==> src/rtl/tile_xfer_sched.sv <==
// -----------------------------------------------------------------------------
// tile_xfer_sched
//   Ping-pong tile scheduler for a DDR-to-DDR copy of task_len words through
//   two on-chip tile buffers. The task is cut into tiles of at most TILE_LEN
//   words. Tile k goes through buffer k mod 2, so the load into one buffer
//   overlaps the store out of the other buffer. At most one load and one store
//   are in flight at any time.
//
// Ports
//   clk, rst            : clock, asynchronous active-high reset
//   task_start          : start pulse, sampled only while idle
//   task_raddr/_waddr   : source / destination byte addresses (word aligned)
//   task_len            : total words to move
//   task_busy           : high from the accepted start until task_done
//   task_done           : one-cycle completion pulse
//   load_start/_raddr/_len/_buf  : load command to the load engine
//   load_done           : load engine completion pulse
//   store_start/_waddr/_len/_buf : store command to the store engine
//   store_done          : store engine completion pulse
// -----------------------------------------------------------------------------
module tile_xfer_sched #(
  parameter int AW       = 12,
  parameter int DW       = 32,
  parameter int LW       = 20,
  parameter int TILE_LEN = 128
) (
  input  logic          clk,
  input  logic          rst,
  input  logic          task_start,
  input  logic [DW-1:0] task_raddr,
  input  logic [DW-1:0] task_waddr,
  input  logic [LW-1:0] task_len,
  output logic          task_busy,
  output logic          task_done,
  output logic          load_start,
  output logic [DW-1:0] load_raddr,
  output logic [AW-1:0] load_len,
  output logic          load_buf,
  input  logic          load_done,
  output logic          store_start,
  output logic [DW-1:0] store_waddr,
  output logic [AW-1:0] store_len,
  output logic          store_buf,
  input  logic          store_done
);

  typedef enum logic [1:0] {ST_IDLE, ST_RUN, ST_FIN} top_state_t;
  typedef enum logic {LD_IDLE, LD_WAIT} ld_state_t;
  typedef enum logic {SD_IDLE, SD_WAIT} sd_state_t;

  top_state_t    r_state;
  ld_state_t     r_lstate;
  sd_state_t     r_sstate;

  logic          r_task_busy, r_task_done;
  logic          r_load_start, r_load_buf;
  logic [DW-1:0] r_load_raddr;
  logic [AW-1:0] r_load_len;
  logic          r_store_start, r_store_buf;
  logic [DW-1:0] r_store_waddr;
  logic [AW-1:0] r_store_len;

  logic [DW-1:0] r_rd_ptr, r_wr_ptr;   // next load / store addresses
  logic [LW-1:0] r_remaining;          // words not yet issued as loads
  logic [LW-1:0] r_tiles_total, r_tiles_stored;
  logic          r_next_load_buf, r_next_store_buf;
  logic [1:0]    r_full;
  logic [AW-1:0] r_len [2];

  // Engine completions only count while that side actually has a command out.
  logic          w_ld_ev, w_st_ev;
  logic          w_lbuf_nxt, w_sbuf_nxt, w_lidle_nxt, w_sidle_nxt;
  logic [1:0]    w_full_nxt;
  logic [AW-1:0] w_store_len, w_tile_len, w_first_tile;
  logic [LW:0]   w_len_round;
  logic [LW-1:0] w_tiles;
  logic          w_issue_load, w_issue_store, w_last_store;

  assign w_ld_ev     = load_done  && (r_lstate == LD_WAIT);
  assign w_st_ev     = store_done && (r_sstate == SD_WAIT);
  // While a command is outstanding the next_*_buf pointer still names its buffer.
  assign w_lbuf_nxt  = r_next_load_buf  ^ w_ld_ev;
  assign w_sbuf_nxt  = r_next_store_buf ^ w_st_ev;
  assign w_lidle_nxt = (r_lstate == LD_IDLE) || w_ld_ev;
  assign w_sidle_nxt = (r_sstate == SD_IDLE) || w_st_ev;

  // Buffer occupancy as it will be after this cycle's completions, so a
  // completion at cycle t can launch the follow-on command at t+1.
  // NOTE: always_comb gives every output a default first so no latch is inferred.
  always_comb begin
    w_full_nxt = r_full;
    if (w_st_ev) w_full_nxt[r_next_store_buf] = 1'b0;
    if (w_ld_ev) w_full_nxt[r_next_load_buf]  = 1'b1;
  end

  // A tile finishing its load this cycle has not reached r_len yet.
  assign w_store_len = (w_ld_ev && (r_next_load_buf == w_sbuf_nxt)) ? r_load_len
                                                                     : r_len[w_sbuf_nxt];

  assign w_tile_len   = (r_remaining > LW'(TILE_LEN)) ? AW'(TILE_LEN) : AW'(r_remaining);
  assign w_first_tile = (task_len    > LW'(TILE_LEN)) ? AW'(TILE_LEN) : AW'(task_len);
  assign w_len_round  = {1'b0, task_len} + (LW+1)'(TILE_LEN - 1);
  assign w_tiles      = LW'(w_len_round / (LW+1)'(TILE_LEN));

  assign w_issue_store = (r_state == ST_RUN) && w_sidle_nxt && w_full_nxt[w_sbuf_nxt];
  // The full flag stays set until store_done, so it also covers a store in flight.
  assign w_issue_load  = (r_state == ST_RUN) && (r_remaining != '0) && w_lidle_nxt &&
                         !w_full_nxt[w_lbuf_nxt] &&
                         !(!w_sidle_nxt && (r_next_store_buf == w_lbuf_nxt));
  assign w_last_store  = w_st_ev && ((r_tiles_stored + LW'(1)) == r_tiles_total);

  // NOTE: sequential state uses non-blocking assignments only, so every
  // register samples the pre-edge values regardless of statement order.
  always_ff @(posedge clk or posedge rst) begin
    if (rst) begin
      r_state          <= ST_IDLE;
      r_lstate         <= LD_IDLE;
      r_sstate         <= SD_IDLE;
      r_task_busy      <= 1'b0;
      r_task_done      <= 1'b0;
      r_load_start     <= 1'b0;
      r_load_raddr     <= '0;
      r_load_len       <= '0;
      r_load_buf       <= 1'b0;
      r_store_start    <= 1'b0;
      r_store_waddr    <= '0;
      r_store_len      <= '0;
      r_store_buf      <= 1'b0;
      r_rd_ptr         <= '0;
      r_wr_ptr         <= '0;
      r_remaining      <= '0;
      r_tiles_total    <= '0;
      r_tiles_stored   <= '0;
      r_next_load_buf  <= 1'b0;
      r_next_store_buf <= 1'b0;
      r_full           <= '0;
      // NOTE: the two-entry length store is plain flops, so it is cleared with
      // everything else; a real RAM array would be left unreset.
      r_len[0]         <= '0;
      r_len[1]         <= '0;
    end else begin
      r_load_start     <= 1'b0;
      r_store_start    <= 1'b0;
      r_task_done      <= 1'b0;
      r_full           <= w_full_nxt;
      r_next_load_buf  <= w_lbuf_nxt;
      r_next_store_buf <= w_sbuf_nxt;

      if (w_ld_ev) begin
        r_lstate                <= LD_IDLE;
        r_len[r_next_load_buf]  <= r_load_len;
      end
      if (w_st_ev) begin
        r_sstate       <= SD_IDLE;
        r_tiles_stored <= r_tiles_stored + LW'(1);
      end

      case (r_state)
        ST_IDLE: begin
          if (task_start) begin
            r_state          <= ST_RUN;
            r_task_busy      <= 1'b1;
            r_tiles_total    <= w_tiles;
            r_tiles_stored   <= '0;
            r_full           <= '0;
            r_next_load_buf  <= 1'b0;
            r_next_store_buf <= 1'b0;
            r_wr_ptr         <= task_waddr;
            r_remaining      <= task_len - LW'(w_first_tile);
            r_rd_ptr         <= task_raddr + (DW'(w_first_tile) << 2);
            // Tile 0 is launched straight from the accept edge.
            if (task_len != '0) begin
              r_load_start <= 1'b1;
              r_load_raddr <= task_raddr;
              r_load_len   <= w_first_tile;
              r_load_buf   <= 1'b0;
              r_lstate     <= LD_WAIT;
            end
          end
        end

        ST_RUN: begin
          if (w_issue_load) begin
            r_load_start <= 1'b1;
            r_load_raddr <= r_rd_ptr;
            r_load_len   <= w_tile_len;
            r_load_buf   <= w_lbuf_nxt;
            r_rd_ptr     <= r_rd_ptr + (DW'(w_tile_len) << 2);
            r_remaining  <= r_remaining - LW'(w_tile_len);
            r_lstate     <= LD_WAIT;
          end
          if (w_issue_store) begin
            r_store_start <= 1'b1;
            r_store_waddr <= r_wr_ptr;
            r_store_len   <= w_store_len;
            r_store_buf   <= w_sbuf_nxt;
            r_wr_ptr      <= r_wr_ptr + (DW'(w_store_len) << 2);
            r_sstate      <= SD_WAIT;
          end
          if ((r_tiles_total == '0) || w_last_store) begin
            r_state     <= ST_FIN;
            r_task_done <= 1'b1;
            r_task_busy <= 1'b0;
          end
        end

        ST_FIN:  r_state <= ST_IDLE;
        default: r_state <= ST_IDLE;
      endcase
    end
  end

  assign task_busy   = r_task_busy;
  assign task_done   = r_task_done;
  assign load_start  = r_load_start;
  assign load_raddr  = r_load_raddr;
  assign load_len    = r_load_len;
  assign load_buf    = r_load_buf;
  assign store_start = r_store_start;
  assign store_waddr = r_store_waddr;
  assign store_len   = r_store_len;
  assign store_buf   = r_store_buf;

endmodule

==> config.mk <==
export PLATFORM = sky130hd
export DESIGN_NAME = tile_xfer_sched
export DESIGN_NICKNAME = d
export VERILOG_FILES = /design/src/rtl/tile_xfer_sched.sv
export SDC_FILE = /design/constraint.sdc
export NUM_CORES = 1
export LEC_CHECK = 0
export ABC_CLOCK_PERIOD_IN_PS = 9610
export BUFFER_PORTS_ARGS = -buffer_cell sky130_fd_sc_hd__buf_2
export CAP_MARGIN = 20
export CORE_ASPECT_RATIO = 2
export CORE_MARGIN = 4
export CORE_UTILIZATION = 53
export CTS_CLUSTER_SIZE = 12
export DETAILED_ROUTE_END_ITERATION = 7
export PLACE_DENSITY = 0.77
export SYNTH_ARGS = -nofsm -noshare
export SYNTH_HDL_FRONTEND = slang
export SYNTH_SLANG_ARGS = --single-unit
==> constraint.sdc <==
create_clock -name clk -period 9.61 [get_ports clk]
set_clock_uncertainty 0.2 [all_clocks]
set_input_delay 2.883 -clock clk [delete_from_list [all_inputs] [get_ports clk]]
set_output_delay 2.883 -clock clk [all_outputs]
set_load 0.05 [all_outputs]
==> results.ini <==
[outcome]
status = complete, no violations

[clock_network]
hold_buffers = 0
cts_setup_buffers = 0
ctsResizeCount = 0
clock_latency_ns = 0.54
cts_buffer_depth = 3
cts_buffers = 25
cts_tree = built
clkTransAtPathRegs_ns = 0.06
clock-sinks = 244
cts-htree-levels = 1
cts_root_buf = clkbuf_16

[yosys]
synth_seq_cells = 244
ys_seq_area_frac = 0.424
synth_edf_count = 0
synthDistinctLibCells = 79
synth_ff_type = dfrtp_1
avgSynthCellArea_um2 = 8.67
yosysWarnings = 0
syn-cell-area_um2 = 14400
synthArstFlopShare = 1.00
synth_cells = 1663

[die]
die-area_um2 = 30100
die_y_um = 241
rows = 85
initial_core_util = 0.536
core_um2 = 26900
die_w_um = 125
io_pins = 183

[route]
drt_iter0_drc = 957
vias = 13108
vias_per_cell = 6.06
drc = 0
detail_route.wl_per_cell_um = 19.0
postRouteWirelength_um = 41200
antenna_left = 0
drtPass1Iterations = 5

[pwr]
p_leak_nw = 7.43
irDropWorstVdd_v = 0.000191
powerDensity_nw_per_um2 = 385

[layout]
fillers = 2382
area_growth_pct = 13.1
seq_area_um2 = 6110
drive_gt1_frac = 0.164
multi_input_area_um2 = 7840
nets = 1939

[setup_path]
crit_path_end_kind = flop
crit_path_max_fanout = 24
crit_chain = buf_2 > nand2_1 > xor2_2 > buf_4 > xnor2_1 > nand2_1 > o21ai_0 > inv_1 > ha_1 > a21o_1 > a21oi_1 > o21ai_0 > a211oi_1 > nand4b_1 > nor3_1 > mux2_2 > a21oi_1
slowest_delay_ns = 0.53
arrival_ns = 7.38
crit_family = compound AO/OA/AOI/OAI gates
regToRegSetupSlack_ns = 4.35
crit_required_ns = 9.86
start_kind = input port
path_buf_inv = 3
slowest_stage = o21ai_0
critPathKind = input port to flop

[global_routing]
grt_use_total = 0.267
grt_overflow_total = 0
antenna_found_initial = 2
grt_pass1_vias = 13112
grt_pass1_wl_um = 66200
grt_max_degree = 179

[placed_design]
numPortBuffers = 182
post-place-ws_ns = 2.02
gp_congestion = 1.00
hpwlAfterDp_um = 29100

[sta]
rsz0062_at_grt = false
finalMaxSlewViolations = 0
fin_tns_setup_ns = 0
setup_viol = 0
fmaxAchievable_mhz = 140
timing.hold.ws_ns = 0.265
setup_ws_ns = 2.48
fin_crit_ns = 7.13
hold_viol_final = 0
worstMarginPinSlew_ns = 1.06
slew_headroom = 0.289
finalCritPeriodShare = 0.742

[job]
cap_viol_max_count = 0

[min_path]
holdCritPathClass = flop to flop

[worst paths after layout]
kind / start / cells past startpoint / to
worst max-delay path: store_done / 17 / r_wr_ptr[25]
worst min-delay path: r_wr_ptr[0] / 2 / store_waddr[0]
worst max register to register: r_remaining[12] / 13 / r_rd_ptr[29]
worst min register to register: r_wr_ptr[0] / 2 / store_waddr[0]
max in group asynchronous: rst / 4 / load_raddr[16]
min in group asynchronous: rst / 2 / store_start
[registers in the layout (all words and copies together) (netlist names), 12 cells and up]
signal	cells
r_len	24
r_tiles_total	14
store_len	12
store_waddr	32
load_raddr	32
load_len	12
r_remaining	20
r_rd_ptr	32
r_tiles_stored	20
r_wr_ptr	32
[worst reg2reg max path, cell delays in order (launching register included)]
cell and delay [ns]:
dfrtp_1 0.43, nor4_1 0.43, and4_1 0.39, a21boi_0 0.87, and2_1 0.37, ha_1 0.19
a21o_1 0.08, a21oi_1 0.10, o21ai_0 0.62, a31oi_1 0.28, nor2b_1 0.22, nand2b_1 0.12
nor3_1 0.60, a221oi_1 0.21
[cells by family after synthesis]
kind of cell / synth area share
muxes: 0.0480
and+or+nand+nor: 0.216
other: 0.000521
buffers and inverters: 0.0369
DFF: 0.424
xor gates and xnor gates: 0.0626
adders and majority gates: 0.0398
AOI/OAI and AO/OA: 0.172
[layout make-up]
cell class,instances,share of cell area
Inverter,32,0.00760
Multi-Input combinational cell,1303,0.481
Tap cell,348,0.0267
Sequential cell,244,0.375
Timing Repair Buffer,200,0.0649
Clock inverter,5,0.00484
Antenna cell,1,0.000154
Clock buffer,29,0.0405
[through the flow]
| step | instance area [um^2] | util | power [W] | cells |
|---|---|---|---|---|
| finish | 16300 | 0.606 | 0.00628 | 2162 |
| global route | 16300 | 0.606 | 0.00674 | 2162 |
| CTS | 16300 | 0.606 | 0.00628 | 2161 |
| detailed placement | 15600 | 0.578 | 0.00533 | 2127 |
| global placement | 15600 | 0.578 | 0.00521 | 2127 |
| floorplan | 14400 | - | 0.00448 | 1671 |
[layout by cell type, fill, tap and decap left out, types with 26 or more instances in the layout]
master / netlist / layout
a31oi_1: 49 / 49
dfrtp_1: 244 / 244
nand2_1: 284 / 283
ha_1: 41 / 41
buf_2: 11 / 182
nor3_1: 43 / 43
nand4_1: 26 / 26
xor2_1: 54 / 53
mux2_2: 41 / 41
xnor2_1: 49 / 49
a21oi_1: 119 / 119
nand3_1: 33 / 33
inv_1: 31 / 30
nor2_1: 171 / 171
o21ai_0: 95 / 95
[cells in the mapped netlist (9+ instances only)]
library cell	count	area share
dfrtp_1	244	0.42
and4_1	11	0.0067
buf_1	10	0.0026
nand3_1	33	0.011
mux2i_1	23	0.016
nand2_1	284	0.074
and2_1	23	0.010
or3_1	11	0.0048
nor2b_1	11	0.0048
nand4_1	26	0.011
clkbuf_1	63	0.016
o21ai_0	95	0.033
xnor2_1	49	0.030
nor3_1	43	0.015
o22ai_1	12	0.0052
nor2_1	171	0.045
mux2_2	41	0.032
o21a_1	10	0.0052
a21oi_1	119	0.041
xor2_1	54	0.033
a21o_1	11	0.0057
nor4_1	13	0.0056
a31oi_1	49	0.021
a211oi_1	18	0.0094
and3_1	23	0.010
ha_1	41	0.036
inv_1	31	0.0081
buf_2	11	0.0038
a221oi_1	9	0.0055
[report_power, final]
group | switching, W | leakage (nW) | total [W] | internal [W]
clock | 0.000403 | 0.365 | 0.000938 | 0.000535
sequential | 0.000362 | 2.97 | 0.00183 | 0.00147
combinational | 0.00238 | 4.10 | 0.00351 | 0.00113
total | 0.00315 | 7.43 | 0.00628 | 0.00313
[metal layers]
layer	share of wire	GRT usage
met5	0.00039	0
met4	0.051	0.151
met3	0.049	0.0281
met2	0.53	0.490
met1	0.37	0.303
No activity file was read; power rests on OpenSTA's default activity.
